<file path="config.mk">
export PLATFORM = sky130hd
export DESIGN_NAME = multi_key_dispenser
export DESIGN_NICKNAME = d
export VERILOG_FILES = /design/src/rtl/multi_key_dispenser.sv
export SDC_FILE = /design/constraint.sdc
export NUM_CORES = 1
export LEC_CHECK = 0
export CAP_MARGIN = 20
export CORE_MARGIN = 2
export CORE_UTILIZATION = 53
export CTS_CLUSTER_DIAMETER = 200
export CTS_CLUSTER_SIZE = 12
export DETAILED_ROUTE_END_ITERATION = 16
export GPL_TIMING_DRIVEN = 0
export PLACE_DENSITY = 0.81
export SETUP_SLACK_MARGIN = 0.4
export SYNTH_ARGS = -nofsm -noshare
export SYNTH_HDL_FRONTEND = slang
export SYNTH_SLANG_ARGS = --single-unit
</file>
<file path="constraint.sdc">
create_clock -name clk -period 6.4 [get_ports clk]
set_input_delay 1.6 -clock clk [delete_from_list [all_inputs] [get_ports clk]]
set_output_delay 1.6 -clock clk [all_outputs]
set_load 0.1 [all_outputs]
</file>
<file path="src/rtl/multi_key_dispenser.sv">
// Round-robin key dispenser for the RC4 brute-force search: hands keys KEY_LOWER..KEY_UPPER
// to NUM_CORES decrypt cores, tracks keys in flight and stops on the first reported match.
module multi_key_dispenser #(
  parameter int                   KEY_WIDTH = 24,
  parameter logic [KEY_WIDTH-1:0] KEY_LOWER = '0,
  parameter logic [KEY_WIDTH-1:0] KEY_UPPER = 24'h3FFFFF,
  parameter int                   NUM_CORES = 4,
  parameter int                   CORE_W    = (NUM_CORES > 1) ? $clog2(NUM_CORES) : 1
) (
  input  logic                           clk,
  input  logic                           reset,
  input  logic                           start,
  input  logic [NUM_CORES-1:0]           req,
  output logic [NUM_CORES-1:0]           grant,
  output logic [NUM_CORES*KEY_WIDTH-1:0] key_out,
  input  logic [NUM_CORES-1:0]           result,
  input  logic [NUM_CORES-1:0]           match,
  output logic                           busy,
  output logic                           found,
  output logic                           exhausted,
  output logic [KEY_WIDTH-1:0]           found_key,
  output logic [CORE_W-1:0]              found_core
);

  typedef enum logic [2:0] {
    S_IDLE,
    S_RUN,
    S_DRAIN,
    S_FOUND,
    S_EXHAUSTED
  } state_t;

  state_t                 state, state_nxt;
  logic [KEY_WIDTH:0]     next_key, next_key_nxt;
  logic [NUM_CORES-1:0]   outstanding, outstanding_nxt;
  logic [NUM_CORES-1:0]   grant_nxt;
  logic [CORE_W-1:0]      rr_ptr, rr_ptr_nxt;
  logic [KEY_WIDTH-1:0]   found_key_nxt;
  logic [CORE_W-1:0]      found_core_nxt;

  logic                   active;
  logic [NUM_CORES-1:0]   live;
  logic [NUM_CORES-1:0]   hits;
  logic [NUM_CORES-1:0]   eligible;
  logic                   hit_vld;
  logic [CORE_W-1:0]      hit_idx;
  logic [KEY_WIDTH-1:0]   hit_key;
  logic                   sel_vld;
  logic [CORE_W-1:0]      sel_idx;

  assign active   = (state == S_RUN) || (state == S_DRAIN);
  // Results from cores with nothing in flight are dropped here.
  assign live     = active ? (result & outstanding) : '0;
  assign hits     = live & match;
  assign eligible = req & ~outstanding & ~grant;

  always_comb begin
    hit_vld = 1'b0;
    hit_idx = '0;
    hit_key = '0;
    for (int i = NUM_CORES - 1; i >= 0; i--) begin
      if (hits[i]) begin
        hit_vld = 1'b1;
        hit_idx = CORE_W'(i);
        hit_key = key_out[i*KEY_WIDTH +: KEY_WIDTH];
      end
    end
  end

  // Rotating search starting at rr_ptr; only constant bit selects on eligible.
  always_comb begin
    sel_vld = 1'b0;
    sel_idx = '0;
    for (int k = 0; k < NUM_CORES; k++) begin
      for (int i = 0; i < NUM_CORES; i++) begin
        if (!sel_vld && eligible[i] && (((int'(rr_ptr) + k) % NUM_CORES) == i)) begin
          sel_vld = 1'b1;
          sel_idx = CORE_W'(i);
        end
      end
    end
  end

  always_comb begin
    state_nxt       = state;
    next_key_nxt    = next_key;
    outstanding_nxt = outstanding & ~live;
    rr_ptr_nxt      = rr_ptr;
    grant_nxt       = '0;
    found_key_nxt   = found_key;
    found_core_nxt  = found_core;
    case (state)
      S_IDLE, S_FOUND, S_EXHAUSTED: begin
        if (start) begin
          state_nxt       = S_RUN;
          next_key_nxt    = {1'b0, KEY_LOWER};
          outstanding_nxt = '0;
          rr_ptr_nxt      = '0;
          found_key_nxt   = '0;
          found_core_nxt  = '0;
        end
      end
      S_RUN: begin
        if (hit_vld) begin
          state_nxt      = S_FOUND;
          found_key_nxt  = hit_key;
          found_core_nxt = hit_idx;
        end else if (sel_vld) begin
          grant_nxt       = NUM_CORES'(1) << sel_idx;
          outstanding_nxt = outstanding_nxt | grant_nxt;
          rr_ptr_nxt      = (sel_idx == CORE_W'(NUM_CORES - 1)) ? '0 : sel_idx + 1'b1;
          next_key_nxt    = next_key + 1'b1;
          if (next_key == {1'b0, KEY_UPPER}) state_nxt = S_DRAIN;
        end
      end
      S_DRAIN: begin
        if (hit_vld) begin
          state_nxt      = S_FOUND;
          found_key_nxt  = hit_key;
          found_core_nxt = hit_idx;
        end else if (outstanding_nxt == '0) begin
          state_nxt = S_EXHAUSTED;
        end
      end
      default: state_nxt = S_IDLE;
    endcase
  end

  always_ff @(posedge clk or posedge reset) begin
    if (reset) begin
      state       <= S_IDLE;
      next_key    <= {1'b0, KEY_LOWER};
      outstanding <= '0;
      rr_ptr      <= '0;
      grant       <= '0;
      key_out     <= {NUM_CORES{KEY_LOWER}};
      found_key   <= '0;
      found_core  <= '0;
    end else begin
      state       <= state_nxt;
      next_key    <= next_key_nxt;
      outstanding <= outstanding_nxt;
      rr_ptr      <= rr_ptr_nxt;
      grant       <= grant_nxt;
      found_key   <= found_key_nxt;
      found_core  <= found_core_nxt;
      for (int i = 0; i < NUM_CORES; i++) begin
        if (grant_nxt[i]) key_out[i*KEY_WIDTH +: KEY_WIDTH] <= next_key[KEY_WIDTH-1:0];
      end
    end
  end

  assign busy      = active;
  assign found     = (state == S_FOUND);
  assign exhausted = (state == S_EXHAUSTED);

endmodule

</file>
==> metrics, run 1 <==
# IOs=144; CP endpoint kind=primary output; flops & latches, synth=160; synthesized area=7770 sq um; Slew HR=31.5%; dpl cells=917; sequential area share after synthesis=51.5%; non-filler cells, final=949; Post-CTS Setup Inserts=0; status=finished, final reports clean; full die area=15,600 sq um; vias in the first global route=6,264; Routed WL per cell=22.7 um; RSZ-0062 raised after global routing=false; max cap viols=0; Initial Util=53.9%; cell area after layout=10,100 sq um; WP data required=4.80 ns; top_reg_cell synth=dfrtp_1; Synth Warn #=0; post-layout util=70.2%; Vert. Die Dim=125 um; Nets=772; global-route wire length before repair=34,700 um; CTS Buf Count=17; HP Class=register to register; Post-synth EDFFs=0; Period Utilization, post-route=81.6%; count of final setup violators=0; row cnt=44; Final Hold Vio Count=0; Max Slew Vio Count=0; Power Dens Cells=463 nW/um^2; core region area=14,400 sq um; Max IR drop VDD=311 uV; count of different cell masters after synthesis=60; Leakage=4.57 nW; DRC errors left=0; Syn Area/Cell=13.2 sq um; initial antenna violation count=0; total vias in the final route=6,127; diodes inserted=0; Area after DPL=9460 sq um; kind of critical path=register to primary output; First-pass DRT Iterations=5; maximum buffer depth of the clock tree=2; clock slew at reported path FFs=0.06 ns; Final ANT Viol Nets=0; Worst Skew=0.00806 ns; Post-Synthesis Cells=589; DP HPWL=14,300 um; Worst Max-Slew Pin Slew=1.02 ns; min Tclk post-route=5.22 ns; Iteration-0 DRC Markers=592; syn nets=609; number of port buffers=143; H-tree depth=4; routability congestion estimate=0.884; layout cell share with drive strength beyond 1=22.2%; WP data arrival=3.62 ns; via/cell ratio=6.46; DIE WIDTH=125 um; total grt overflow=0; Max Clock Freq=191 MHz; CTS tree=built; Clock Sinks=160; asr flop ratio synth=100%; Detailed Route WL=21,500 um; # resized after CTS=0; Clock Latency Late Sink=0.43 ns; crit path max fanout=10; crit start category=register; largest net degree at the start of global routing=105; # fillers=1,003; clock root buffer=clkbuf_16; gr usage total=28.0%; cts hold-fix bufs=0; layout overhead on the synthesized area=30.3%
-- layout make-up --
class                   count  area, sq um  area share, %
flip-flops and latches    160         4000           39.6
clock inverters            11          209           2.06
repair buffers            144         1460           14.4
clock buffers              21          450           4.45
plain buffers              45          333           3.29
well taps                 184          230           2.27
multi-input cells         372         3390           33.5
inverters                  12         50.0          0.494
-- layer usage --
layer | up-vias | wire length (um) | track usage [%] | part of all wire, %
met1 | 3168 | 8760 | 37.3 | 41
met4 | 0 | 569 | 10.8 | 2.6
li1 | 2602 | - | - | -
met2 | 298 | 10800 | 45.5 | 50
met3 | 59 | 1420 | 5.65 | 6.6
met5 | - | 0 | 0 | 0
-- flip-flops by register name, indices dropped and copies added (netlist names) --
name,count
found_core,2
found_key,24
grant,4
key_out,96
next_key,25
outstanding,4
rr_ptr,2
state,3
-- logic make-up (layout without fill, tap and decap cells) --
logic type / Yosys count / after routing / share of synthesized area (%)
multiplexers: 97 / 97 / 17.5
adder cells (fa/ha/maj): 5 / 5 / 0.805
AO/OA/AOI/OAI: 158 / 158 / 15.4
AND/OR/NAND/NOR: 110 / 110 / 9.39
XOR/XNOR: 2 / 2 / 0.467
buffers and inverters: 57 / 233 / 4.86
flip-flops: 160 / 160 / 51.5
-- metrics by stage --
stage               TNS (ns)  power (mW)  hold WS (ns)  setup slack, ns
floorplan                  0        2.98         0.508            0.480
global placement     -215.03        3.46         0.476            -1.36
detailed placement         0        3.52         0.477             1.70
CTS                        0        4.67         0.491             1.18
global route               0        4.83         0.503             1.14
finish                     0        4.68         0.492             1.18
-- cells in the mapped netlist (3+ instances only) --
| cell type | number | area [sq um] |
|---|---|---|
| nand3_1 | 11 | 55.1 |
| or4_1 | 10 | 75.1 |
| a21oi_1 | 22 | 110 |
| and3_1 | 6 | 37.5 |
| ha_1 | 5 | 62.6 |
| nand2b_1 | 6 | 37.5 |
| inv_1 | 12 | 45.0 |
| nand4_1 | 7 | 43.8 |
| clkbuf_2 | 3 | 15.0 |
| buf_12 | 5 | 100 |
| o2bb2ai_1 | 26 | 228 |
| mux2_2 | 25 | 282 |
| buf_8 | 4 | 60.1 |
| a31oi_1 | 6 | 37.5 |
| buf_2 | 6 | 30.0 |
| nand2_1 | 21 | 78.8 |
| dfrtp_1 | 160 | 4000 |
| nor2_1 | 10 | 37.5 |
| buf_6 | 3 | 33.8 |
| a221oi_1 | 24 | 210 |
| o31ai_1 | 10 | 75.1 |
| nand2_8 | 4 | 80.1 |
| or3_1 | 12 | 75.1 |
| mux2_4 | 72 | 1080 |
| o221ai_1 | 25 | 219 |
| o21ai_0 | 28 | 140 |
| nor3_1 | 3 | 15.0 |
| clkbuf_1 | 22 | 82.6 |
-- final timing paths --
| path | startpoint | endpoint | slack [ns] | depth (start not counted) |
|---|---|---|---|---|
| setup reg to reg | state[1] | found_key[16] | 3.53 | 7 |
| min in group asynchronous | reset | key_out[92] | 1.60 | 2 |
| max in group asynchronous | reset | key_out[27] | 3.92 | 3 |
| setup / recovery | state[1] | busy | 1.18 | 5 |
| hold / removal | found_key[13] | found_key[13] | 0.49 | 1 |
| hold reg to reg | found_key[13] | found_key[13] | 0.49 | 1 |
-- power breakdown --
| group | switching, mW | leakage (nW) | internal (mW) |
|---|---|---|---|
| sequential | 0.108 | 2.21 | 1.14 |
| combinational | 1.62 | 2.03 | 0.668 |
| clock | 0.408 | 0.325 | 0.740 |
-- worst max-delay path: stages (launching register included) --
cell	delay (ns)
dfrtp_1	0.40
buf_6	0.16
xnor2_4	0.19
nor2_1	0.68
clkbuf_1	0.52
clkdlybuf4s50_1	1.24
-- cells in the final DEF, fill, tap and decap left out, types with 3 or more instances in the layout --
| cell type | synthesis | final |
|---|---|---|
| nand2b_1 | 6 | 6 |
| nand4_1 | 7 | 7 |
| o221ai_1 | 25 | 25 |
| or3_1 | 12 | 12 |
| nor2_1 | 10 | 10 |
| and3_1 | 6 | 6 |
| o31ai_1 | 10 | 10 |
| clkdlybuf4s50_1 | 0 | 143 |
| a21oi_1 | 22 | 22 |
| a221oi_1 | 24 | 24 |
| buf_2 | 6 | 6 |
| buf_6 | 3 | 3 |
| a31oi_1 | 6 | 6 |
| dfrtp_1 | 160 | 160 |
| o2bb2ai_1 | 26 | 26 |
| bufinv_16 | 0 | 6 |
| clkbuf_16 | 0 | 17 |
| buf_12 | 5 | 5 |
| mux2_2 | 25 | 25 |
| nand2_8 | 4 | 4 |
| or4_1 | 10 | 10 |
| clkinv_2 | 0 | 4 |
| buf_8 | 4 | 4 |
| nand3_1 | 11 | 11 |
| nand2_1 | 21 | 21 |
| clkbuf_1 | 22 | 25 |
| clkbuf_2 | 3 | 3 |
| mux2_4 | 72 | 72 |
| ha_1 | 5 | 5 |
| inv_1 | 12 | 11 |
| o21ai_0 | 28 | 28 |
| nor3_1 | 3 | 3 |
Note: power is estimated with default switching activity, not from simulation.
==> run 2: changes to the inputs <==
==> constraint.sdc (replaced) <==
create_clock -name clk -period 4.85 [get_ports clk]
set_input_delay 1.2125 -clock clk [delete_from_list [all_inputs] [get_ports clk]]
set_output_delay 1.2125 -clock clk [all_outputs]
set_load 0.1 [all_outputs]
==> metrics, run 2 (synthesized netlist as in run 1, its figures left out) <==
Clock Sinks=160 (unchanged); Initial Util=53.9% (unchanged); Power Dens Cells=601 nW/um^2 (+30%); Nets=774 (+0.26%); crit path max fanout=10 (unchanged); total grt overflow=0 (unchanged); register area=4000 sq um (unchanged); gr usage total=27.9% (-0.057 points); CTS tree=built; initial antenna violation count=0 (unchanged); pre-CTS WS=0.472 ns (-1.23 ns); Slew HR=32.6% (+1.1 points); Largest register FFs=96 (unchanged); worst hold slack=0.495 ns (+0.00290 ns); H-tree depth=4 (unchanged); largest net degree at the start of global routing=46 (-56%); Period Utilization, post-route=88.9%; Crit-path slowest cell=nor2_1; DRC errors left=0 (unchanged); WP data arrival=3.10 ns (-0.52 ns); layout cell share with drive strength beyond 1=22.6% (+0.33 points); Final ANT Viol Nets=0 (unchanged); multi-input logic area=3390 sq um (unchanged); Area after DPL=9490 sq um (+0.33%); via/cell ratio=6.31 (-2.2%); Reg with most FFs=key_out; # fillers=952 (-5.1%); clock root buffer=clkbuf_16; First-pass DRT Iterations=6 (+1); Leakage=4.55 nW (-0.34%); hold_sp=found_key[18]; Detailed Route WL=21,500 um (-0.17%); total vias in the final route=6,004 (-2.0%); layout overhead on the synthesized area=30.1%; Max Slew Vio Count=0 (unchanged); CP endpoint kind=primary output; R2R setup slack=2.11 ns (-1.42 ns); Final Power=6.07 mW (+30%); Cell Chain, Critical Path=buf_6 > xnor2_4 > nor2_1 > clkbuf_1 > clkdlybuf4s15_2; full die area=15,600 sq um (unchanged); vias in the first global route=6,346 (+1.3%); Final Hold Vio Count=0 (unchanged); commonest non-fill, non-tap cells in the layout=dfrtp_1 (160), clkdlybuf4s50_1 (142), mux2_4 (72), o21ai_0 (28), o2bb2ai_1 (26); non-filler cells, final=951 (+0.21%); Worst Skew=0.00922 ns (+0.00116 ns); kind of critical path=register to primary output; count of final setup violators=0 (unchanged); CP Launch Point=state[1]; Max IR drop VDD=355 uV (+14%); max cap viols=0 (unchanged); status=finished, final reports clean; crit-path max cell delay=0.72 ns (-0.52 ns); Reg-to-Reg Start=state[1]; commonest non-fill, non-tap cell in the layout=dfrtp_1; routability congestion estimate=0.878 (-0.72%); Routed WL per cell=22.6 um (-0.38%); RSZ-0062 raised after global routing=false; HP Class=register to register; global-route wire length before repair=34,600 um (-0.16%); CTS Buf Count=17 (unchanged); min Tclk post-route=4.31 ns; post-layout worst setup margin=0.540 ns (-0.637 ns); dpl cells=919 (+0.22%); number of port buffers=143 (unchanged); WP data required=3.64 ns (-1.16 ns); maximum buffer depth of the clock tree=2 (unchanged); core region area=14,400 sq um (unchanged); family with the most delay on the worst path=buffers and inverters; Vert. Die Dim=125 um (unchanged); Iteration-0 DRC Markers=653 (+10%); leading registers by flop count=key_out (96), next_key (25), found_key (24); # IOs=144 (unchanged); DP HPWL=14,600 um (+1.4%); setup TNS=0 ns (unchanged); DIE WIDTH=125 um (unchanged); crit start category=register; post-layout util=70.0% (-0.13 points); cts hold-fix bufs=0 (unchanged); Max Clock Freq=232 MHz; Clock Latency Late Sink=0.44 ns (about the same); cell area after layout=10,100 sq um (-0.19%); diodes inserted=0 (unchanged); Worst Max-Slew Pin Slew=1.01 ns (-0.0168 ns); worst path bufs/invs=3 (unchanged); clock slew at reported path FFs=0.06 ns (about the same); row cnt=44 (unchanged)
[run 2: changes by cell type in the layout (fill, tap and decap cells not counted), sizes merged]
| cell | change |
|---|---|
| clkinvlp | +2 |
| buf | +2 |
| clkdlybuf4s15 | +1 |
| bufinv | -3 |
| clkdlybuf4s50 | -1 |
| inv | -1 |
| clkbuf | +2 |
[run 2: area by class of cell]
type	count	area share (%)
buffer	45	3.29
clock buffer	23	4.73
clock inverter	9	1.29
inverter	12	0.483
multi-input combinational	372	33.5
sequential	160	39.6
tap	184	2.28
timing repair buffer	146	14.8
[run 2: per-layer routing]
| layer | share of wire (%) | vias to the layer above | track usage, % |
|---|---|---|---|
| li1 | - | 2596 | - |
| met4 | 2.7 | 0 | 12.4 |
| met3 | 7.4 | 64 | 6.93 |
| met2 | 51 | 319 | 45.7 |
| met1 | 39 | 3025 | 35.4 |
| met5 | 0 | - | 0 |
[run 2: worst paths after layout]
path / endpoint / cells past startpoint
worst min register to register: found_key[18] / 1
worst max register to register: found_key[7] / 7
worst min-delay path: found_key[18] / 1
min in group asynchronous: key_out[27] / 2
max in group asynchronous: key_out[65] / 3
worst max-delay path: busy / 5
[run 2: repair_timing]
action,CTS,global route
setup endpoints to repair,1,0
resized for setup,3,0
buffers inserted,0,0
hold endpoints to repair,0,0
[run 2: where the power goes]
group	switching [mW]	internal, mW
Sequential	0.146	1.51
Clock	0.543	0.851
Combinational	2.14	0.883
==> run 3: changes to the inputs <==
--- a/config.mk
+++ b/config.mk
@@ -6,8 +6,10 @@
 export NUM_CORES = 1
 export LEC_CHECK = 0
 export CAP_MARGIN = 20
+export CELL_PAD_IN_SITES_DETAIL_PLACEMENT = 0
+export CELL_PAD_IN_SITES_GLOBAL_PLACEMENT = 2
 export CORE_MARGIN = 2
-export CORE_UTILIZATION = 53
+export CORE_UTILIZATION = 36
 export CTS_CLUSTER_DIAMETER = 200
 export CTS_CLUSTER_SIZE = 12
 export DETAILED_ROUTE_END_ITERATION = 16
==> metrics, run 3 (synthesized netlist as in run 1, its figures left out) <==
via/cell ratio=5.58 (-12%); Iteration-0 DRC Markers=364 (-44%); commonest non-fill, non-tap cells in the layout=dfrtp_1 (160), clkdlybuf4s50_1 (142), mux2_4 (72), o21ai_0 (28), o2bb2ai_1 (26); Clock Latency Late Sink=0.43 ns (about the same); DRC errors left=0 (unchanged); gr usage total=20.7% (-7.3 points); vias in the first global route=5,959 (-6.1%); WP data arrival=3.03 ns (-0.07 ns); hold_sp=found_key[13]; Nets=775 (+0.13%); Clock power frac=22.2% (-0.8 points); leading registers by flop count=key_out (96), next_key (25), found_key (24); Post-CTS Setup Inserts=0 (unchanged); routability congestion estimate=0.827 (-5.8%); # fillers=1,873 (+97%); crit-path max cell delay=0.71 ns (about the same); Worst Skew=0.0125 ns (+0.00326 ns); full die area=22,800 sq um (+46%); worst path bufs/invs=3 (unchanged); kind of critical path=register to primary output; clock slew at reported path FFs=0.07 ns (about the same); initial antenna violation count=0 (unchanged); register share of total power=27.4% (+0.2 points); Final Hold Vio Count=0 (unchanged); Worst Reg-to-Reg Cells=7 (unchanged); Worst Max-Slew Pin Slew=1.04 ns (+0.0328 ns); Reg-to-Reg Start=state[1]; DIE WIDTH=151 um (+21%); HP Class=register to register; commonest non-fill, non-tap cell in the layout=dfrtp_1; maximum buffer depth of the clock tree=2 (unchanged); post-layout worst setup margin=0.612 ns (+0.0724 ns); layout cell share with drive strength beyond 1=23.0% (+0.49 points); Hold EP=found_key[13]; global-route wire length before repair=35,600 um (+2.9%); Detailed Route WL=22,700 um (+5.5%); pre-CTS WS=0.480 ns (+0.00749 ns); crit path max fanout=10 (unchanged); Vert. Die Dim=151 um (+21%); max cap viols=0 (unchanged); Area after DPL=9630 sq um (+1.4%); Max IR drop VDD=292 uV (-18%); CTS tree=built; CP endpoint kind=primary output; # IOs=144 (unchanged); Psw=2.88 mW (+1.9%); Cell Chain, Critical Path=buf_6 > xnor2_4 > nor2_1 > clkbuf_1 > clkdlybuf4s15_2; Routed WL per cell=21.7 um (-3.8%); cell area after layout=10,200 sq um (+1.1%); R2R setup slack=2.18 ns (+0.07 ns); row cnt=53 (+20%); status=finished, final reports clean; Crit-path slowest cell=nor2_1; Min-Delay Path Depth=1 (unchanged); Final ANT Viol Nets=0 (unchanged); Initial Util=36.8% (-17 points); Switching Fraction=48.0% (+1.4 points); WP data required=3.64 ns (about the same); reg2reg end=found_key[23]; clock root buffer=clkbuf_16; Final Power=6.01 mW (-0.94%); Reg with most FFs=key_out; part of the power in combinational logic=50.4% (+0.6 points); Power Dens Cells=589 nW/um^2 (-2.0%); total vias in the final route=5,817 (-3.1%); min Tclk post-route=4.24 ns (-0.0724 ns); First-pass DRT Iterations=5 (-1); number of port buffers=143 (unchanged); crit start category=register; RSZ-0062 raised after global routing=false; Leakage=4.54 nW (-0.32%); diodes inserted=0 (unchanged); layout overhead on the synthesized area=31.5%; H-tree depth=4 (unchanged); core region area=21,100 sq um (+46%); Period Utilization, post-route=87.4% (-1.5 points); Max Clock Freq=236 MHz (+1.7%); cts hold-fix bufs=0 (unchanged); worst hold slack=0.487 ns (-0.00813 ns); Largest register FFs=96 (unchanged); setup TNS=0 ns (unchanged); family with the most delay on the worst path=buffers and inverters; DP HPWL=16,000 um (+9.8%); P_int=3.13 mW (-3.5%); CTS Buf Count=17 (unchanged); count of final setup violators=0 (unchanged); Slew HR=30.4% (-2.2 points); largest net degree at the start of global routing=43 (-6.5%); Max Slew Vio Count=0 (unchanged); Clock Sinks=160 (unchanged); total grt overflow=0 (unchanged)
-- run 3: worst max-delay path by stage --
stage	startpoint	to	slack (ns)	cells after the start
4_1_cts	state[1]	busy	0.62	5
3_3_place_gp	reset	key_out[38]	0.31	2
5_1_grt	state[1]	busy	0.49	5
2_1_floorplan	state[2]	exhausted	0.91	3
3_5_place_dp	state[1]	busy	0.48	5
6_report	state[1]	busy	0.61	5
-- run 3: what timing repair did --
item                                    CTS  global route
resized for setup                         3             0
hold endpoints to repair                  0             0
endpoints found under the setup margin    1             0
-- run 3: layout make-up --
class                   instances  area, sq um  area share (%)
plain buffers                  45          333            3.26
clock buffers                  18          439            4.30
clock inverters                14          148            1.45
inverters                      12         48.8           0.478
multi-input cells             372         3390            33.1
flip-flops and latches        160         4000            39.2
well taps                     275          344            3.37
repair buffers                147         1510            14.8
-- run 3: power groups by stage --
stage,logic (mW),clock network [mW],registers (mW)
finish,3.03,1.34,1.65
detailed placement,3.03,0,1.67
floorplan,1.30,0,2.63
global placement,2.99,0,1.67
CTS,3.03,1.36,1.65
global route,3.18,1.43,1.67
-- run 3: routing by layer --
| metal | vias to the layer above | track usage, % | share of wire [%] |
|---|---|---|---|
| met4 | 0 | 6.26 | 1.7 |
| met1 | 2994 | 28.4 | 44 |
| met5 | - | 0 | 0 |
| li1 | 2604 | - | - |
| met3 | 29 | 4.10 | 5.4 |
| met2 | 190 | 33.2 | 49 |
-- run 3: through the flow --
| step | instances | utilization [%] |
|---|---|---|
| after global placement | 1007 | 45.3 |
| final | 1043 | 48.4 |
| after floorplan | 589 | - |
| after detailed placement | 1011 | 45.7 |
| after CTS | 1043 | 48.4 |
| after global routing | 1043 | 48.4 |
-- run 3: worst reg2reg max path: stages (launching register included) --
cell and delay (ns):
dfrtp_1 0.39, buf_6 0.15, xnor2_4 0.29, nor2_1 0.25, nor3_2 0.61, clkbuf_1 0.54
a221oi_1 0.16, o2bb2ai_1 0.18
